**config.mk**
```make
export PLATFORM = sky130hd
export DESIGN_NAME = pipe_stage_reg
export DESIGN_NICKNAME = d
export VERILOG_FILES = /design/src/rtl/pipe_pkg.sv /design/src/rtl/pipe_stage_stats.sv /design/src/rtl/pipe_stage_reg.sv
export SDC_FILE = /design/constraint.sdc
export NUM_CORES = 1
export LEC_CHECK = 0
export CELL_PAD_IN_SITES_DETAIL_PLACEMENT = 1
export CELL_PAD_IN_SITES_GLOBAL_PLACEMENT = 1
export CORE_UTILIZATION = 41
export DETAILED_ROUTE_END_ITERATION = 6
export HOLD_SLACK_MARGIN = 0.08
export PLACE_DENSITY_LB_ADDON = 0.1
export SYNTH_ARGS = -nofsm -noshare
export SYNTH_HDL_FRONTEND = slang
export SYNTH_SLANG_ARGS = --single-unit
```
**constraint.sdc**
```tcl
create_clock -name clk -period 4.1 [get_ports clk]
set_clock_uncertainty 0.15 [all_clocks]
set_input_delay 0.82 -clock clk [delete_from_list [all_inputs] [get_ports clk]]
set_output_delay 0.82 -clock clk [all_outputs]
set_load 0.02 [all_outputs]
```
**src/rtl/pipe_pkg.sv**
```systemverilog
// Shared types and constants for the MIPS inter-stage pipeline registers.
package pipe_pkg;

  localparam logic [1:0] ST_EMPTY = 2'd0;
  localparam logic [1:0] ST_ONE   = 2'd1;
  localparam logic [1:0] ST_TWO   = 2'd2;

  typedef enum logic [1:0] {
    S_EMPTY = ST_EMPTY,
    S_ONE   = ST_ONE,
    S_TWO   = ST_TWO
  } stage_state_e;

  localparam logic [31:0] MIPS_NOP = 32'h0000_0000;

  // Payload widths of the four stage boundaries
  localparam int unsigned IFID_W  = 64;
  localparam int unsigned IDEX_W  = 147;
  localparam int unsigned EXMEM_W = 107;
  localparam int unsigned MEMWB_W = 71;

endpackage

```
**src/rtl/pipe_stage_stats.sv**
```systemverilog
// Saturating stall / flush event counters for one pipeline stage register.
module pipe_stage_stats #(
  parameter int unsigned CNT_W = 16
) (
  input  logic             clk,
  input  logic             rst,
  input  logic             stall_i,
  input  logic             flush_hit_i,
  output logic [CNT_W-1:0] stall_cnt_o,
  output logic [CNT_W-1:0] flush_cnt_o
);

  logic [CNT_W-1:0] stall_q, stall_d;
  logic [CNT_W-1:0] flush_q, flush_d;

  // Increment on event, hold at all-ones
  always_comb begin
    stall_d = stall_q;
    flush_d = flush_q;
    if (stall_i && (stall_q != {CNT_W{1'b1}})) stall_d = stall_q + CNT_W'(1);
    if (flush_hit_i && (flush_q != {CNT_W{1'b1}})) flush_d = flush_q + CNT_W'(1);
  end

  always_ff @(posedge clk) begin
    if (rst) begin
      stall_q <= '0;
      flush_q <= '0;
    end else begin
      stall_q <= stall_d;
      flush_q <= flush_d;
    end
  end

  assign stall_cnt_o = stall_q;
  assign flush_cnt_o = flush_q;

endmodule

```
**src/rtl/pipe_stage_reg.sv**
```systemverilog
// Valid/ready pipeline stage register with a 2-entry skid buffer and synchronous flush.
// Define PIPE_STAGE_STATS_EN to add the stall_cnt / flush_cnt statistics ports.
module pipe_stage_reg
  import pipe_pkg::*;
#(
  parameter int unsigned       DATA_W    = IFID_W,
  parameter logic [DATA_W-1:0] RESET_VAL = DATA_W'(MIPS_NOP),
  parameter int unsigned       CNT_W     = 16
) (
  input  logic              clk,
  input  logic              rst,
  input  logic              flush,
  input  logic              in_valid,
  output logic              in_ready,
  input  logic [DATA_W-1:0] in_data,
  output logic              out_valid,
  input  logic              out_ready,
  output logic [DATA_W-1:0] out_data
`ifdef PIPE_STAGE_STATS_EN
  ,
  output logic [CNT_W-1:0]  stall_cnt,
  output logic [CNT_W-1:0]  flush_cnt
`endif
);

  if ((DATA_W == 0) || (CNT_W == 0)) begin : g_param_chk
    $error("pipe_stage_reg: DATA_W and CNT_W must be non-zero");
  end

  stage_state_e      state_q, state_d;
  logic [DATA_W-1:0] main_q, main_d;
  logic [DATA_W-1:0] skid_q, skid_d;
  logic              in_ready_q;
  logic              out_valid_q;
  logic              in_xfer;
  logic              out_xfer;

  assign in_xfer  = in_valid & in_ready_q;
  assign out_xfer = out_valid_q & out_ready;

  // Occupancy FSM and main/skid steering; flush overrides every transfer
  always_comb begin
    state_d = state_q;
    main_d  = main_q;
    skid_d  = skid_q;
    case (state_q)
      S_EMPTY: begin
        if (in_xfer) begin
          state_d = S_ONE;
          main_d  = in_data;
        end
      end
      S_ONE: begin
        if (in_xfer && out_xfer) begin
          main_d = in_data;
        end else if (in_xfer) begin
          state_d = S_TWO;
          skid_d  = in_data;
        end else if (out_xfer) begin
          state_d = S_EMPTY;
        end
      end
      S_TWO: begin
        if (out_xfer) begin
          state_d = S_ONE;
          main_d  = skid_q;
        end
      end
      default: state_d = S_EMPTY;
    endcase
    if (flush) begin
      state_d = S_EMPTY;
      main_d  = RESET_VAL;
    end
  end

  // Handshake flags are registered from next state so ready never depends on out_ready combinationally
  always_ff @(posedge clk) begin
    if (rst) begin
      state_q     <= S_EMPTY;
      main_q      <= RESET_VAL;
      skid_q      <= RESET_VAL;
      in_ready_q  <= 1'b1;
      out_valid_q <= 1'b0;
    end else begin
      state_q     <= state_d;
      main_q      <= main_d;
      skid_q      <= skid_d;
      in_ready_q  <= (state_d != S_TWO);
      out_valid_q <= (state_d != S_EMPTY);
    end
  end

  assign in_ready  = in_ready_q;
  assign out_valid = out_valid_q;
  assign out_data  = main_q;

`ifdef PIPE_STAGE_STATS_EN
  pipe_stage_stats #(
    .CNT_W (CNT_W)
  ) u_stats (
    .clk         (clk),
    .rst         (rst),
    .stall_i     (out_valid_q & ~out_ready),
    .flush_hit_i (flush & out_valid_q),
    .stall_cnt_o (stall_cnt),
    .flush_cnt_o (flush_cnt)
  );
`endif

endmodule

```
### After elaboration in Yosys (flattened, before gate mapping)

Cells that the tools add are included.

* register bits after elaboration: 132
* input port bits: 69
* output and inout bits: 66
* word-level logic and storage cells: 32

* eq/ne operators: 6
* mux-type cells: 11
* bitwise operators: 3
* reduce and logical (&&, ||, !) cells: 7

Operators by type and width (count)
* 64-bit 2-to-1 mux: 3
* 64-bit case mux with 3 select lines: 1
* 2-bit 2-to-1 mux: 6
* 2-bit != test (second input constant): 4
* 2-bit case mux with 3 select lines: 1
* 4-bit AND reduction: 1
* 3-bit AND reduction: 1
* 3-bit nonzero test: 1
* 1-bit bitwise AND: 2
* 2-bit by 1-bit equality test with 1-bit output (second input constant): 1
* 2-bit equality test (second input constant): 1
* 2-bit zero test: 1
* 2-bit nonzero test: 1
* 2-bit OR reduction: 1
* 1-bit logical AND: 1
* 1-bit inverter: 1

### Longest topological paths before layout

Gate-level depths: netlist of the first run.

* depth after elaboration: 7
* mapped depth: 6
* mapped depth without buffers: 3

### Least setup slack after synthesis of the first run

No wires, ideal clock.

* kind: input to register
* start point: in flush
* end point: reg main_q[20], in the netlist out_data[20]
* library setup time: 0.081 ns
* arrival: 1.811 ns
* required time: 3.869 ns
* slack: 2.058 ns
* stages on the path: 5
* path buffers: 3
* cells stage by stage: or2_2 -> clkbuf_1 -> buf_4 -> buf_1 -> a211oi_2

* word-level cells in the longest chain between the ends: 1

RTL lines
* start, declared: RTL line pipe_stage_reg.sv:12 `input logic flush,`
* 2-bit OR reduction (no line)
* end signal, assigned: RTL line pipe_stage_reg.sv:87 `main_q <= main_d;`
* end, declared: RTL line pipe_stage_reg.sv:31 `logic [DATA_W-1:0] main_q, main_d;`

Every way passes these cells.
A chain may end at the register's enable or synchronous reset.

### Worst setup path in the final report of the first run

* start point: in out_ready
* end point: reg main_q[15], in the netlist out_data[15]

* word-level cells in the longest chain between the ends: 4
* elaborated cells between the ends (all ways): 5
* classes of those cells: eq/ne: 2; bitwise: 1; reduce/logical: 2

RTL lines
* start, declared: RTL line pipe_stage_reg.sv:17 `input logic out_ready,`
* 1-bit bitwise AND *: RTL line pipe_stage_reg.sv:39 `assign out_xfer = out_valid_q & out_ready;`
* 1-bit logical AND: RTL line pipe_stage_reg.sv:54 `if (in_xfer && out_xfer) begin`
* 2-bit != test (no line)
* 4-bit AND reduction (no line) *

Mark *: on every way between the ends. The rest lies on a longest branch, timed or not.

==> qor.txt, run 1 <==
======================================================================================
Run status ..............................................................    completed
Share of the clock period used by the worst path ........................        67.6%
Int Pwr .................................................................    0.00244 W
Library cell contributing the largest single delay on the critical path . sky130_fd_sc_hd__o22ai_4
Path type of the worst min-delay path ................................... flop to flop
Area Overhead vs Synth ..................................................        31.4%
# Post-CTS Setup Buffers ................................................            0
Number of optimization iterations in the first detailed-route pass ......            4
Std cell rows ...........................................................           43
Crit Reg-Reg Startpoint .................................................   state_q[0]
Number of flip-flops and latches in the synthesized netlist .............          132
Deepest clock path buffer count .........................................            2
Cells on worst reg2reg path .............................................            4
Share of the synthesized netlist area taken by xor and xnor gates .......           0%
Die height ..............................................................       122 um
Leakage component of the power ..........................................      2.96 nW
Placed cell count .......................................................          862
CTS tree ................................................................         done
Number of nets still failing antenna checks after routing ...............            0
I/O pin cnt .............................................................          135
Initial standard-cell utilization of the core ...........................        42.3%
Adder-Cell Fraction of Synth Area .......................................           0%
Mean Syn Cell Area ......................................................     9.61 um2
Post-synth top area cell ................................................ sky130_fd_sc_hd__dfxtp_1
Initial antenna violation count .........................................            0
Worst slack after detailed placement ....................................     0.922 ns
Number of distinct library cells after synthesis ........................           31
Class of the most critical setup path ................................... primary input to flop
Required time at the endpoint of the critical path ......................      4.19 ns
Cell count of the worst hold path .......................................            2
Average routed wire per standard cell ...................................      20.7 um
Max-Cap Viols ...........................................................            0
Num CTS Buffers .........................................................           17
Worst path cell trace ................................................... clkdlybuf4s50_1 -> nand2_1 -> o22ai_4 -> buf_12 -> a211oi_1
Clock Tree Root ......................................................... sky130_fd_sc_hd__clkbuf_16
Synthesized instance count ..............................................          613
Last weighted congestion value of the routability-driven placer .........        0.734
Combinational share of power ............................................        14.0%
Dominant combinational cell family by area after synthesis .............. compound AO/OA/AOI/OAI gates
Cts hold-fix bufs .......................................................            0
Post-Route WL ...........................................................    18,500 um
Final total negative setup slack ........................................         0 ns
Kind of start point of the critical path ................................ primary input
Inserted Diodes .........................................................            0
Critical Path Max Stage Delay ...........................................      0.80 ns
Worst Hold Launch .......................................................   skid_q[39]
Share of cells above drive strength 1 ...................................        9.40%
Count of input and output buffers .......................................          134
Number of gates resized after cts .......................................            0
Cell types with the largest area share after synthesis .................. sky130_fd_sc_hd__dfxtp_1 (45%), sky130_fd_sc_hd__a211oi_1 (14%), sky130_fd_sc_hd__mux2i_1 (11%)
Post-Synthesis Net Count ................................................          682
RSZ-0062 raised after global routing ....................................           no
Signal arrival time at the worst endpoint ...............................      2.86 ns
Measured slew at the worst slew-check pin ...............................      1.18 ns
Portion of synthesized cell area occupied by the leading cell type ......        44.9%
Switching power .........................................................   0.000819 W
Slew Limit Fails ........................................................            0
Final HPWL DP ...........................................................    10,900 um
Top fanout value on the critical path ...................................           36
Category of the worst setup path capture point ..........................         flop
Capturing point of the worst reg2reg path ............................... out_data[54]
Number of global-route vias before repair ...............................        5,546
Total power consumption of the routed design ............................    0.00326 W
Cell class contributing the biggest share of worst-path delay ........... compound AO/OA/AOI/OAI gates
Placeable core area .....................................................   13,900 um2
Global routing usage summed across all routing layers ...................        25.5%
Worst-skew pair later-pin latency .......................................      0.42 ns
Max-Slew Margin vs Limit ................................................        21.5%
Number of DRC violations after detailed routing .........................            0
Maximum number of pins on one net before global-route repair ............           66
Number of endpoints with negative hold slack in the final report ........            0
Min cycle time layout ...................................................      2.77 ns
Final setup vio count ...................................................            0
Clock transition at the registers of the reported paths .................      0.05 ns
Share of synthesized cell area in and, or, nand and nor gates ...........        6.91%
Multiplexer fraction of the synthesized cell area .......................        10.9%
YS warnings .............................................................            0
Starting DRT DRC Count ..................................................          314
First-pass GRT wire length ..............................................    29,200 um
Top library cells by usage in the layout, fill and taps aside ........... sky130_fd_sc_hd__clkdlybuf4s50_1 (133), sky130_fd_sc_hd__dfxtp_1 (132), sky130_fd_sc_hd__a211oi_1 (109)
Setup slack of the critical path after layout ...........................      1.33 ns
Routed via count ........................................................        5,311
Floorplan die width .....................................................       122 um
WP buf/inv ..............................................................            2
GRT Residual Overflow ...................................................            0
Setup slack of the worst register-to-register path ......................      1.61 ns
Pwr Density .............................................................   422 nW/um2
Nets@finish .............................................................          770
Count of clock tree sinks ...............................................          132
Sw frac .................................................................        25.1%
Synthesized-area fraction occupied by ao, oa, aoi and oai cells .........        29.9%
H-tree level count ......................................................            4
Post-synth design cell area .............................................     5890 um2
Via count normalized by instance count ..................................         5.95
Fraction of the yosys area taken by sequential cells ....................        44.9%
Clock Power Share .......................................................        44.2%
Die ar. .................................................................   14,800 um2
Peak supply drop ........................................................     0.263 mV
Most common library cell in the layout ignoring fill and taps ........... sky130_fd_sc_hd__clkdlybuf4s50_1
Sequential share of power ...............................................        41.8%
Highest clock frequency the design can meet .............................      361 MHz
Finished Layout Cells ...................................................          893
Worst Hold Endpoint .....................................................   skid_q[39]
======================================================================================
-- worst min-delay path, delay by kind of cell, from the launching register on --
family | cells | cell delay, ns
DFF | 1 | 0.30
AOI/OAI and AO/OA | 2 | 0.12
-- worst max-delay path by stage --
stage,depth (start not counted),endpoint,slack (ns),start
6_report,5,out_data[15],1.33,out_ready
5_1_grt,5,out_data[46],1.23,out_ready
4_1_cts,5,out_data[46],1.38,out_ready
3_5_place_dp,5,out_data[50],0.92,out_ready
3_3_place_gp,5,out_data[15],0.99,out_ready
2_1_floorplan,5,out_data[20],2.06,flush
-- sequential cells by signal, summed over array words and instances, names as in the netlist --
| name | cells |
|---|---|
| in_ready | 1 |
| out_data | 64 |
| state_q | 2 |
| out_valid | 1 |
| skid_q | 64 |
-- power by group through the flow --
stage,sequential (W),clock (W),combinational (W)
final,0.00136,0.00144,0.000456
after CTS,0.00136,0.00146,0.000458
after detailed placement,0.00139,0,0.000455
after global placement,0.00139,0,0.000444
after global routing,0.00137,0.00152,0.000487
after floorplan,0.00142,0,0.000219
-- area by class of cell --
type	count	area, um2
clock inverters	4	45.0
repair buffers	147	1470
multi-input cells	403	2840
clock buffers	27	513
fillers	1534	6200
well taps	180	225
flip-flops and latches	132	2640
-- Yosys cell counts --
library cell               number
sky130_fd_sc_hd__dfxtp_1      132
sky130_fd_sc_hd__a211oi_1     109
sky130_fd_sc_hd__a21oi_1       64
sky130_fd_sc_hd__mux2i_1       64
sky130_fd_sc_hd__nand3_1       64
sky130_fd_sc_hd__o21ai_0       61
sky130_fd_sc_hd__clkbuf_1      34
sky130_fd_sc_hd__buf_2         28
sky130_fd_sc_hd__a211oi_2      19
sky130_fd_sc_hd__buf_4          7
sky130_fd_sc_hd__buf_6          4
sky130_fd_sc_hd__o21ai_1        4
sky130_fd_sc_hd__buf_12         2
sky130_fd_sc_hd__buf_8          2
sky130_fd_sc_hd__nand2_1        2
sky130_fd_sc_hd__nor3b_1        2
sky130_fd_sc_hd__a21bo_2        1
sky130_fd_sc_hd__a21boi_1       1
sky130_fd_sc_hd__a21boi_2       1
sky130_fd_sc_hd__a21o_1         1
sky130_fd_sc_hd__a21oi_2        1
sky130_fd_sc_hd__and3b_1        1
sky130_fd_sc_hd__and4b_1        1
sky130_fd_sc_hd__buf_1          1
sky130_fd_sc_hd__nand2b_1       1
sky130_fd_sc_hd__nand3b_1       1
sky130_fd_sc_hd__nand4_1        1
sky130_fd_sc_hd__nor4bb_1       1
sky130_fd_sc_hd__o22ai_2        1
sky130_fd_sc_hd__or2_2          1
sky130_fd_sc_hd__or3b_1         1
-- kinds of logic after synthesis --
logic type | after synthesis
AOI/OAI and AO/OA | 263
buffers and inverters | 78
DFF | 132
and+or+nand+nor | 76
muxes | 64
-- metal layers --
layer | vias up | share of wire, % | track usage (%)
met4 | 0 | 1.1 | 8.18
li1 | 2498 | - | -
met1 | 2662 | 45 | 32.7
met5 | - | 0 | 0
met2 | 131 | 49 | 42.2
met3 | 20 | 4.4 | 5.66
-- stage by stage --
step                area [um2]  hold slack [ns]  util [%]
global route              7740            0.347      55.5
floorplan                 5890            0.303         -
global placement          7180            0.309      51.5
finish                    7740            0.325      55.5
detailed placement        7180            0.320      51.5
CTS                       7740            0.325      55.5
Power figures use the tool's default switching activity.
==> inputs of run 2 (changes only) <==
Settings changed: CORE_UTILIZATION 41 to 34.
Clock period 4.1 ns to 2.45 ns, I/O delays scaled along.
==> qor.txt, run 2 (synthesis results as in run 1) <==
======================================================================================
Final HPWL DP ...........................................................    12,200 um   +12%
Cell class contributing the biggest share of worst-path delay ........... buffers and inverters
Sw frac .................................................................        25.6%   +0.51 points
Worst Hold Launch .......................................................          rst
Class of the most critical setup path ................................... flop to output pin
Maximum number of pins on one net before global-route repair ............           65   -1.5%
Critical Path Max Stage Delay ...........................................      0.69 ns   -0.11 ns
Combinational share of power ............................................        14.2%   +0.2 points
Global routing usage summed across all routing layers ...................        22.0%   -3.5 points
Die height ..............................................................       134 um   +9.7%
Max-Cap Viols ...........................................................            0   unchanged
WP buf/inv ..............................................................            1   -1
Clock Tree Root ......................................................... sky130_fd_sc_hd__clkbuf_16
CTS tree ................................................................         done
Cell count of the worst hold path .......................................            3   +1
Worst-skew pair later-pin latency .......................................      0.43 ns   about the same
Int Pwr .................................................................    0.00416 W   +70%
Slew Limit Fails ........................................................            0   unchanged
Initial standard-cell utilization of the core ...........................        35.1%   -7.1 points
Cells on worst reg2reg path .............................................            4   unchanged
Total number of cells along the worst setup path ........................            1   -4
Number of endpoints with negative hold slack in the final report ........            0   unchanged
I/O pin cnt .............................................................          135   unchanged
# Post-CTS Setup Buffers ................................................            0   unchanged
Signal arrival time at the worst endpoint ...............................      1.56 ns   -1.30 ns
Sequential share of power ...............................................        40.8%   -1.0 points
Min cycle time layout ...................................................      2.20 ns
Top fanout value on the critical path ...................................            5   -86%
Share of cells above drive strength 1 ...................................        11.8%   +2.4 points
Category of the worst setup path capture point ..........................   output pin
Critical Path Source ....................................................    out_valid
Worst path cell trace ................................................... clkdlybuf4s50_1
Number of global-route vias before repair ...............................        5,534   -0.22%
Placeable core area .....................................................   16,800 um2   +20%
Highest clock frequency the design can meet .............................      454 MHz
Count of input and output buffers .......................................          134   unchanged
Deepest clock path buffer count .........................................            2   unchanged
GRT Residual Overflow ...................................................            0   unchanged
Via count normalized by instance count ..................................         5.62   -5.5%
RSZ-0062 raised after global routing ....................................           no
Floorplan die width .....................................................       134 um   +9.7%
Switching power .........................................................    0.00143 W   +75%
Share of the clock period used by the worst path ........................        89.8%
Final setup vio count ...................................................            0   unchanged
Last weighted congestion value of the routability-driven placer .........        0.747   +1.8%
Inserted Diodes .........................................................            0   unchanged
H-tree level count ......................................................            4   unchanged
Kind of start point of the critical path ................................         flop
Peak supply drop ........................................................     0.521 mV   +99%
Library cell contributing the largest single delay on the critical path . sky130_fd_sc_hd__clkdlybuf4s50_1
Nets@finish .............................................................          785   +1.9%
Crit Reg-Reg Startpoint .................................................   state_q[0]
Num CTS Buffers .........................................................           17   unchanged
Number of optimization iterations in the first detailed-route pass ......            4   unchanged
Path type of the worst min-delay path ................................... primary input to flop
Run status ..............................................................    completed
Finished Layout Cells ...................................................          949   +6.3%
Top library cells by usage in the layout, fill and taps aside ........... sky130_fd_sc_hd__clkdlybuf4s50_1 (133), sky130_fd_sc_hd__dfxtp_1 (132), sky130_fd_sc_hd__a211oi_1 (109)
Initial antenna violation count .........................................            0   unchanged
Pwr Density .............................................................   698 nW/um2   +66%
Number of nets still failing antenna checks after routing ...............            0   unchanged
Count of clock tree sinks ...............................................          132   unchanged
Number of gates resized after cts .......................................            0   unchanged
Die ar. .................................................................   17,800 um2   +20%
Average routed wire per standard cell ...................................      20.1 um   -3.1%
Max-Slew Margin vs Limit ................................................        49.7%   +28 points
Post-Route WL ...........................................................    19,000 um   +3.0%
Measured slew at the worst slew-check pin ...............................     0.754 ns   -0.423 ns
Clock transition at the registers of the reported paths .................      0.05 ns   about the same
Std cell rows ...........................................................           47   +9.3%
Most common library cell in the layout ignoring fill and taps ........... sky130_fd_sc_hd__clkdlybuf4s50_1
Leakage component of the power ..........................................      3.07 nW   +3.8%
Clock Power Share .......................................................        45.0%   +0.8 points
Cts hold-fix bufs .......................................................            0   unchanged
Routed via count ........................................................        5,334   +0.43%
Area Overhead vs Synth ..................................................        36.0%
Number of DRC violations after detailed routing .........................            0   unchanged
First-pass GRT wire length ..............................................    30,500 um   +4.4%
Required time at the endpoint of the critical path ......................      1.81 ns   -2.38 ns
Final total negative setup slack ........................................         0 ns   unchanged
Placed cell count .......................................................          917   +6.4%
Starting DRT DRC Count ..................................................          276   -12%
======================================================================================
==> run 2: changes by cell type in the layout (fill, tap and decap cells not counted) <==
cell,delta
sky130_fd_sc_hd__clkbuf_1,-3
sky130_fd_sc_hd__clkinvlp_4,+2
sky130_fd_sc_hd__clkbuf_8,-2
sky130_fd_sc_hd__bufinv_16,+1
sky130_fd_sc_hd__buf_12,+7
sky130_fd_sc_hd__buf_4,+8
sky130_fd_sc_hd__clkinv_2,+3
==> run 2: through the flow <==
step           hold WS (ns)  power, W  util [%]  area (um2)  worst slack (ns)
2_1_floorplan         0.303   0.00274         -        5890             0.738
3_3_place_gp          0.309   0.00310      44.3        7430             0.223
3_5_place_dp          0.321   0.00312      44.3        7430             0.169
4_1_cts               0.280   0.00566      47.8        8010             0.221
5_1_grt               0.317   0.00582      47.8        8010             0.188
6_report              0.301   0.00559      47.8        8010             0.249
==> run 2: worst min-delay path: cells and delay by family <==
family        cells  cell delay, ns
buf+inv           1            0.09
simple gates      2            0.24
==> run 2: area by class of cell <==
type | instances | area [um2]
Fill cell | 1852 | 8750
Multi-Input combinational cell | 403 | 2840
Sequential cell | 132 | 2640
Timing Repair Buffer | 162 | 1670
Clock buffer | 22 | 474
Tap cell | 220 | 275
Clock inverter | 10 | 105
==> run 2: final timing paths <==
path	end	slack (ns)
setup / recovery	out_valid	0.25
hold / removal	state_q[0]	0.30
setup reg to reg	out_data[11]	0.62
hold reg to reg	skid_q[55]	0.33
==> run 2: layer usage <==
| layer | share of wire (%) | global-route usage (%) |
|---|---|---|
| met1 | 47 | 28.3 |
| met2 | 48 | 35.9 |
| met5 | 0 | 0 |
| met3 | 4.4 | 6.24 |
| met4 | 1.2 | 6.00 |
==> run 2: power by group through the flow <==
| stage | combinational (W) | clock, W | sequential [W] |
|---|---|---|---|
| 2_1_floorplan | 0.000367 | 0 | 0.00237 |
| 3_3_place_gp | 0.000780 | 0 | 0.00232 |
| 3_5_place_dp | 0.000799 | 0 | 0.00233 |
| 4_1_cts | 0.000803 | 0.00257 | 0.00228 |
| 5_1_grt | 0.000854 | 0.00267 | 0.00229 |
| 6_report | 0.000796 | 0.00251 | 0.00228 |
